$ cat config.mk
export PLATFORM = sky130hd
export DESIGN_NAME = posit_operand_pairer
export DESIGN_NICKNAME = d
export VERILOG_FILES = /design/src/rtl/posit_operand_pairer_pkg.sv /design/src/rtl/posit_operand_pairer_fifo.sv /design/src/rtl/posit_operand_pairer.sv
export SDC_FILE = /design/constraint.sdc
export NUM_CORES = 1
export LEC_CHECK = 0
export ABC_AREA = 0
export CAP_MARGIN = 20
export CORE_MARGIN = 2
export CORE_UTILIZATION = 25
export CTS_BUF_LIST = sky130_fd_sc_hd__clkbuf_16
export DETAILED_ROUTE_END_ITERATION = 8
export DONT_BUFFER_PORTS = 1
export PLACE_DENSITY = 0.42
export SLEW_MARGIN = 20
export SYNTH_ARGS = -nofsm -noshare
export SYNTH_HDL_FRONTEND = slang
export SYNTH_SLANG_ARGS = --single-unit
$ cat constraint.sdc
create_clock -name CLK -period 2.5 [get_ports CLK]
set_clock_uncertainty 0.15 [all_clocks]
set_input_delay 0.375 -clock CLK [delete_from_list [all_inputs] [get_ports CLK]]
set_output_delay 0.375 -clock CLK [all_outputs]
set_load 0.03 [all_outputs]
$ cat src/rtl/posit_operand_pairer_pkg.sv
// Shared types and helpers for the posit operand pairer.
// Holds the pairing FSM state type and the NaR detector used on operand words.
package posit_pkg;

    localparam int POSIT_NBITS_DEF = 4;
    localparam int POSIT_MAXW      = 64;

    typedef enum logic [0:0] {
        IDLE   = 1'b0,
        HAVE_A = 1'b1
    } pair_state_t;

    // Callers zero-extend the word, so NaR is exactly a lone bit at position nbits-1.
    function automatic logic is_nar(input logic [POSIT_MAXW-1:0] word, input int nbits);
        return word == (POSIT_MAXW'(1) << (nbits - 1));
    endfunction

endpackage

$ cat src/rtl/posit_operand_pairer_fifo.sv
// Small synchronous word FIFO without fall-through: a pushed word is visible on dout
// from the following cycle. Pointers wrap naturally because DEPTH is a power of two.
module posit_word_fifo #(
    parameter int NBITS = 4,
    parameter int DEPTH = 4
) (
    input  logic             CLK,
    input  logic             RSTN,
    input  logic             push,
    input  logic [NBITS-1:0] din,
    input  logic             pop,
    output logic [NBITS-1:0] dout,
    output logic             full,
    output logic             empty
);

    localparam int AW = (DEPTH > 1) ? $clog2(DEPTH) : 1;

    logic [NBITS-1:0] r_mem [DEPTH];
    logic [AW-1:0]    r_wr_ptr;
    logic [AW-1:0]    r_rd_ptr;
    logic [AW:0]      r_count;
    logic             w_push;
    logic             w_pop;

    assign full   = (r_count == (AW+1)'(DEPTH));
    assign empty  = (r_count == '0);
    // A push is refused while full even if a pop frees a slot in the same cycle.
    assign w_push = push && !full;
    assign w_pop  = pop && !empty;
    assign dout   = r_mem[r_rd_ptr];

    always_ff @(posedge CLK or negedge RSTN) begin
        if (!RSTN) begin
            r_wr_ptr <= '0;
            r_rd_ptr <= '0;
            r_count  <= '0;
        end else begin
            if (w_push) r_wr_ptr <= r_wr_ptr + 1'b1;
            if (w_pop)  r_rd_ptr <= r_rd_ptr + 1'b1;
            case ({w_push, w_pop})
                2'b10:   r_count <= r_count + 1'b1;
                2'b01:   r_count <= r_count - 1'b1;
                default: r_count <= r_count;
            endcase
        end
    end

    always_ff @(posedge CLK) begin
        if (w_push) r_mem[r_wr_ptr] <= din;
    end

endmodule

$ cat src/rtl/posit_operand_pairer.sv
// Operand front end for the posit LUT operator: buffers incoming words, forms (a,b)
// or (x,x) pairs, and presents them on a registered valid/ready operand port.
module posit_operand_pairer
    import posit_pkg::*;
#(
    parameter int NBITS = POSIT_NBITS_DEF,
    parameter int DEPTH = 4,
    parameter int CNTW  = 16
) (
    input  logic             CLK,
    input  logic             RSTN,
    input  logic             in_valid,
    output logic             in_ready,
    input  logic [NBITS-1:0] in_data,
    input  logic             square,
    output logic             op_valid,
    input  logic             op_ready,
    output logic [NBITS-1:0] op_a,
    output logic [NBITS-1:0] op_b,
    output logic             op_nar,
    output logic [CNTW-1:0]  pair_cnt,
    output logic             half_pending
);

    logic             w_full;
    logic             w_empty;
    logic             w_push;
    logic             w_pop;
    logic [NBITS-1:0] w_fifo_dout;
    logic             w_slot_free;
    logic             w_pop_sq;
    logic             w_pop_a;
    logic             w_pop_b;
    logic             w_load;
    logic [NBITS-1:0] w_next_a;
    logic [NBITS-1:0] w_next_b;

    pair_state_t      r_state;
    logic [NBITS-1:0] r_a_hold;
    logic [NBITS-1:0] r_op_a;
    logic [NBITS-1:0] r_op_b;
    logic             r_op_valid;
    logic             r_op_nar;
    logic [CNTW-1:0]  r_pair_cnt;

    posit_word_fifo #(
        .NBITS (NBITS),
        .DEPTH (DEPTH)
    ) u_fifo (
        .CLK   (CLK),
        .RSTN  (RSTN),
        .push  (w_push),
        .din   (in_data),
        .pop   (w_pop),
        .dout  (w_fifo_dout),
        .full  (w_full),
        .empty (w_empty)
    );

    assign in_ready    = !w_full;
    assign w_push      = in_valid && !w_full;
    assign w_slot_free = !r_op_valid || op_ready;

    // Capturing an a-word never touches the output register, so it needs no free slot.
    assign w_pop_sq = (r_state == IDLE)   && !w_empty &&  square && w_slot_free;
    assign w_pop_a  = (r_state == IDLE)   && !w_empty && !square;
    assign w_pop_b  = (r_state == HAVE_A) && !w_empty && w_slot_free;
    assign w_load   = w_pop_sq || w_pop_b;
    assign w_pop    = w_load || w_pop_a;
    assign w_next_a = w_pop_b ? r_a_hold : w_fifo_dout;
    assign w_next_b = w_fifo_dout;

    always_ff @(posedge CLK or negedge RSTN) begin
        if (!RSTN) begin
            r_state    <= IDLE;
            r_a_hold   <= '0;
            r_op_a     <= '0;
            r_op_b     <= '0;
            r_op_valid <= 1'b0;
            r_op_nar   <= 1'b0;
            r_pair_cnt <= '0;
        end else begin
            if (r_op_valid && op_ready) r_pair_cnt <= r_pair_cnt + 1'b1;

            // A load may coincide with consumption of the previous pair: no bubble.
            if (w_load) begin
                r_op_a     <= w_next_a;
                r_op_b     <= w_next_b;
                r_op_nar   <= is_nar(POSIT_MAXW'(w_next_a), NBITS) ||
                              is_nar(POSIT_MAXW'(w_next_b), NBITS);
                r_op_valid <= 1'b1;
            end else if (op_ready) begin
                r_op_valid <= 1'b0;
            end

            case (r_state)
                IDLE: begin
                    if (w_pop_a) begin
                        r_a_hold <= w_fifo_dout;
                        r_state  <= HAVE_A;
                    end
                end
                HAVE_A: begin
                    if (w_pop_b) r_state <= IDLE;
                end
                default: r_state <= IDLE;
            endcase
        end
    end

    assign op_valid     = r_op_valid;
    assign op_a         = r_op_a;
    assign op_b         = r_op_b;
    assign op_nar       = r_op_nar;
    assign pair_cnt     = r_pair_cnt;
    assign half_pending = (r_state == HAVE_A);

endmodule

==> results.txt <==
The sum of internal, switching and leakage power is 0.00354 W. The routed design could run at a clock period as short as 2.13 ns. The critical setup path kind is reg -> reg.

The number of distinct library cells after synthesis came out at 34. The global routing usage on met3 is 3.35%. The row count is 35.

The met2 usage is 15.0%. The horizontal extent of the die is between 100 and 150 um. The share of synthesized area in the top cell type comes to 39.4%. Once layout is done, the placed cells without fillers occupy 2770 um2. Yosys attributes the largest share of cell area to sky130_fd_sc_hd__dfrtp_1, sky130_fd_sc_hd__edfxtp_1, sky130_fd_sc_hd__mux2_2. The layer flagged by global routing as most heavily used is met2. After detailed routing, the number of remaining DRC violations is 0. The data arrival time of the worst path is between 2 and 2.5 ns. The antenna diode count is 0. The die footprint came out at 10,400 um2. The number of nets at the end of the flow came out at 203. Counting every net in the synthesized netlist gives about 190. The half-perimeter wire length after detailed placement is 3420 um. The flow ran to the end, and the final reports show no timing, DRC or antenna violations. The number of hold buffers added after CTS was 2. The via count of the first global-routing pass came out at ~1,400. The remaining global-route overflow is 0. The maximum count of clock buffers along a single path came out at 2. The total of endpoints with negative setup slack in the final report came out at 0. After synthesis, the share of cell area in mux cells is ~11%. The antenna violation net count after detailed routing came out at 0. Tracing the worst setup path back leads to its startpoint at u_fifo.r_count[0].

The number of buffers inserted during clock tree synthesis is 5. The CTS tree is done. The worst hold path terminates at u_fifo.r_mem[0][0]. The startpoint of the worst register-to-register path is u_fifo.r_count[0]. The startpoint of the worst hold path is in_data[0]. The worst-skew pair later-pin latency came out at between 0.2 and 0.3 ns. The largest total area in the synthesized netlist belongs to sky130_fd_sc_hd__dfrtp_1. The proportion of synthesized chip area in sequential cells came out at between 50% and 60%.

The maximum level of the CTS H-tree came out at 2. Before antenna repair, the detailed router went through 4 iterations. The number of resized instances in the post-cts repair step came out at 0. For this run, the total global-route usage over all layers was measured as about a tenth.

The destination of the worst register-to-register timing path is u_fifo.r_count[2]. The count of routing violations after the opening detailed-route iteration is 53. Summing every instance area after synthesis gives 2410 um2. Along the worst path, the maximum fanout reaches 4.

The total of buffers placed on input and output ports came out at 0. The worst supply voltage drop on vdd came out at 0.280 mV. The via total after detailed routing is 1,330. The share of the synthesized netlist area taken by xor and xnor gates is 7.63%.

The worst setup path is captured at a register. The worst hold path belongs to the class in -> reg. The area of the placeable core is around 9300 um2. The number of max-cap violations came out at 0. The initial antenna violation count came out at 0. The final weighted congestion in routability-driven placement is roughly 0.73. The synthesized-area fraction occupied by and/or/nand/nor cells is 12.4%.

For the worst flop-to-flop path, the logic depth is 10. The worst setup path is launched from a register. In this run the clock root is driven by a sky130_fd_sc_hd__clkbuf_16.

The areal power density over the cells is 1280 nW/um2. The wire length per cell after detailed routing is 14.8 um. The mean instance size in the synthesized netlist is 13.6 um2. In this run the post-CTS setup repair buffer count came out at 0. The compound-gate portion of the synthesized area came out at between 3 and 4%. The worst path uses between 80 and 90% of the clock period. The most used flip-flop cell after synthesis is sky130_fd_sc_hd__dfrtp_1. Summed over all cells, the static leakage comes to roughly 1.1 nW. For this run, asynchronously set or reset flops after synthesis account for a little over two thirds. Setup repair after global routing left no endpoint under its margin. The actual transition at the worst max-transition pin is approximately 0.67 ns. The gate count of the mapped netlist is between 150 and 200.

The maximum number of pins on one net before global-route repair is 39. The required time of the critical path came out at 2.56 ns. The number of storage elements in the synthesis netlist came out at 54. The largest family of logic cells by synthesized area is simple AND/OR/NAND/NOR gates. The tightest slew margin relative to the limit came out at 54.9%. The max-slew violation count is 0. The I/O pin total is 37.

The layout overhead on the synthesized area came out at 14.7%. The setup TNS after final layout is 0 ns. The global-route wire length before repair is 7690 um. The starting density of the core came out at 26.0%. The Yosys step of the flow raised 0 warnings.

The total placed instance area came out at approximately 2600 um2. The overall die height is 102 um. Of the cells placed in the final design, the portion with a size suffix greater than 1 is 14.9%. The met1 routing resource usage after global routing came out at 13.1%. The mean number of vias per cell came out at 4.20. The number of flops mapped to enable cells by yosys is 16. Of the total synthesized cell area, the portion taken by full adders, half adders and majority gates is 3.94%. Counting instances, the worst hold path has a depth of 0. In this run the register-to-register setup slack is 0.37 ns. After detailed routing, the total wire length is 4700 um.

The total count of hold-check failures in the final report is 0. Counting every sink on the clock net gives 54. The highest achievable clock rate is about 470 MHz. After clock tree synthesis, the clock-pin slew on the worst setup and hold paths is roughly 0.070 ns.
[routing by layer]
layer / wire [um] / vias to the layer above
li1: - / 656
met1: 2180 / 640
met2: 2150 / 28
met3: 275 / 6
met4: 96 / 0
met5: 0 / -
[worst max path at each step]
stage / end / cells after the start / slack, ns
floorplan: u_fifo.r_count[2] / 10 / 0.14
global placement: u_fifo.r_count[2] / 8 / 0.41
detailed placement: u_fifo.r_count[2] / 10 / 0.36
CTS: u_fifo.r_count[2] / 10 / 0.34
global route: u_fifo.r_count[2] / 10 / 0.21
finish: u_fifo.r_count[2] / 10 / 0.37
[cell type report]
type                    count  area [um2]
repair buffers              5        52.6
fillers                   974        6520
multi-input cells         113         927
inverters                   8        30.0
well taps                 129         161
clock inverters             3        37.5
flip-flops and latches     54        1430
clock buffers               5         125
[sequential cells by signal, summed over array words and instances, names as in the netlist, 2 cells and up]
signal           cells
pair_cnt            16
u_fifo.r_mem        16
op_a                 4
op_b                 4
r_a_hold             4
u_fifo.r_count       3
u_fifo.r_rd_ptr      2
u_fifo.r_wr_ptr      2
[synth_stat cells, types with 3 or more instances]
| master | count |
|---|---|
| sky130_fd_sc_hd__ha_1 | 6 |
| sky130_fd_sc_hd__mux2_2 | 11 |
| sky130_fd_sc_hd__o21ai_0 | 4 |
| sky130_fd_sc_hd__nand3_1 | 6 |
| sky130_fd_sc_hd__nor3_1 | 4 |
| sky130_fd_sc_hd__nor2b_1 | 4 |
| sky130_fd_sc_hd__edfxtp_1 | 16 |
| sky130_fd_sc_hd__nor2_1 | 8 |
| sky130_fd_sc_hd__inv_1 | 8 |
| sky130_fd_sc_hd__xnor2_1 | 12 |
| sky130_fd_sc_hd__xor2_1 | 9 |
| sky130_fd_sc_hd__nand4_1 | 3 |
| sky130_fd_sc_hd__mux2i_1 | 5 |
| sky130_fd_sc_hd__nand2_1 | 9 |
| sky130_fd_sc_hd__dfrtp_1 | 38 |
| sky130_fd_sc_hd__mux4_2 | 3 |
| sky130_fd_sc_hd__and3_1 | 6 |
[critical path, stage by stage (launching register included)]
cell and delay, ns:
sky130_fd_sc_hd__dfrtp_1 0.41, sky130_fd_sc_hd__inv_1 0.12, sky130_fd_sc_hd__nand3_1 0.09, sky130_fd_sc_hd__and2_1 0.20
sky130_fd_sc_hd__inv_1 0.06, sky130_fd_sc_hd__ha_1 0.16, sky130_fd_sc_hd__inv_1 0.06, sky130_fd_sc_hd__fa_1 0.38
sky130_fd_sc_hd__xor2_1 0.15, sky130_fd_sc_hd__nor2_1 0.11, sky130_fd_sc_hd__xor2_1 0.15
[power breakdown]
part	switching (W)	total (W)	internal, W
sequential	0.000507	0.00171	0.00121
combinational	0.000552	0.00106	0.000511
clock	0.000297	0.000762	0.000466
[per-stage QoR]
step                setup WS [ns]  cells  utilization [%]  hold slack (ns)
finish                      0.371    317             29.8           0.0294
global route                0.208    317             29.8           0.0145
CTS                         0.342    317             29.8           0.0207
detailed placement          0.359    307             27.7          -0.0685
global placement            0.405    307             27.7          -0.0688
floorplan                   0.140    177                -          -0.0706
[layout by cell type, fill, tap and decap left out, drive strengths merged]
| master | instances |
|---|---|
| edfxtp | 16 |
| nor4b | 2 |
| a22oi | 2 |
| o21a | 2 |
| mux4 | 4 |
| and3 | 6 |
| fa | 1 |
| nor2 | 8 |
| nand2b | 1 |
| xnor2 | 12 |
| nand4 | 3 |
| dfrtp | 38 |
| dlygate4sd3 | 1 |
| and4 | 3 |
| o31ai | 2 |
| or3 | 1 |
| nor2b | 4 |
| bufinv | 1 |
| clkbuf | 5 |
| a31oi | 2 |
| buf | 4 |
| inv | 10 |
| nand3 | 6 |
| mux2i | 5 |
| o21ai | 4 |
| mux2 | 11 |
| and2 | 1 |
| nand2 | 9 |
| xor2 | 9 |
| nor4 | 2 |
| nor3 | 6 |
| ha | 6 |
| a21oi | 1 |
[kinds of logic (layout without fill, tap and decap cells)]
group	after synthesis	count (layout)
flip-flops	54	54
AND/OR/NAND/NOR	52	52
XOR/XNOR	21	21
multiplexers	20	20
AO/OA/AOI/OAI	13	13
buffers and inverters	10	21
adder cells (fa/ha/maj)	7	7
(Power assumes the default switching activity.)
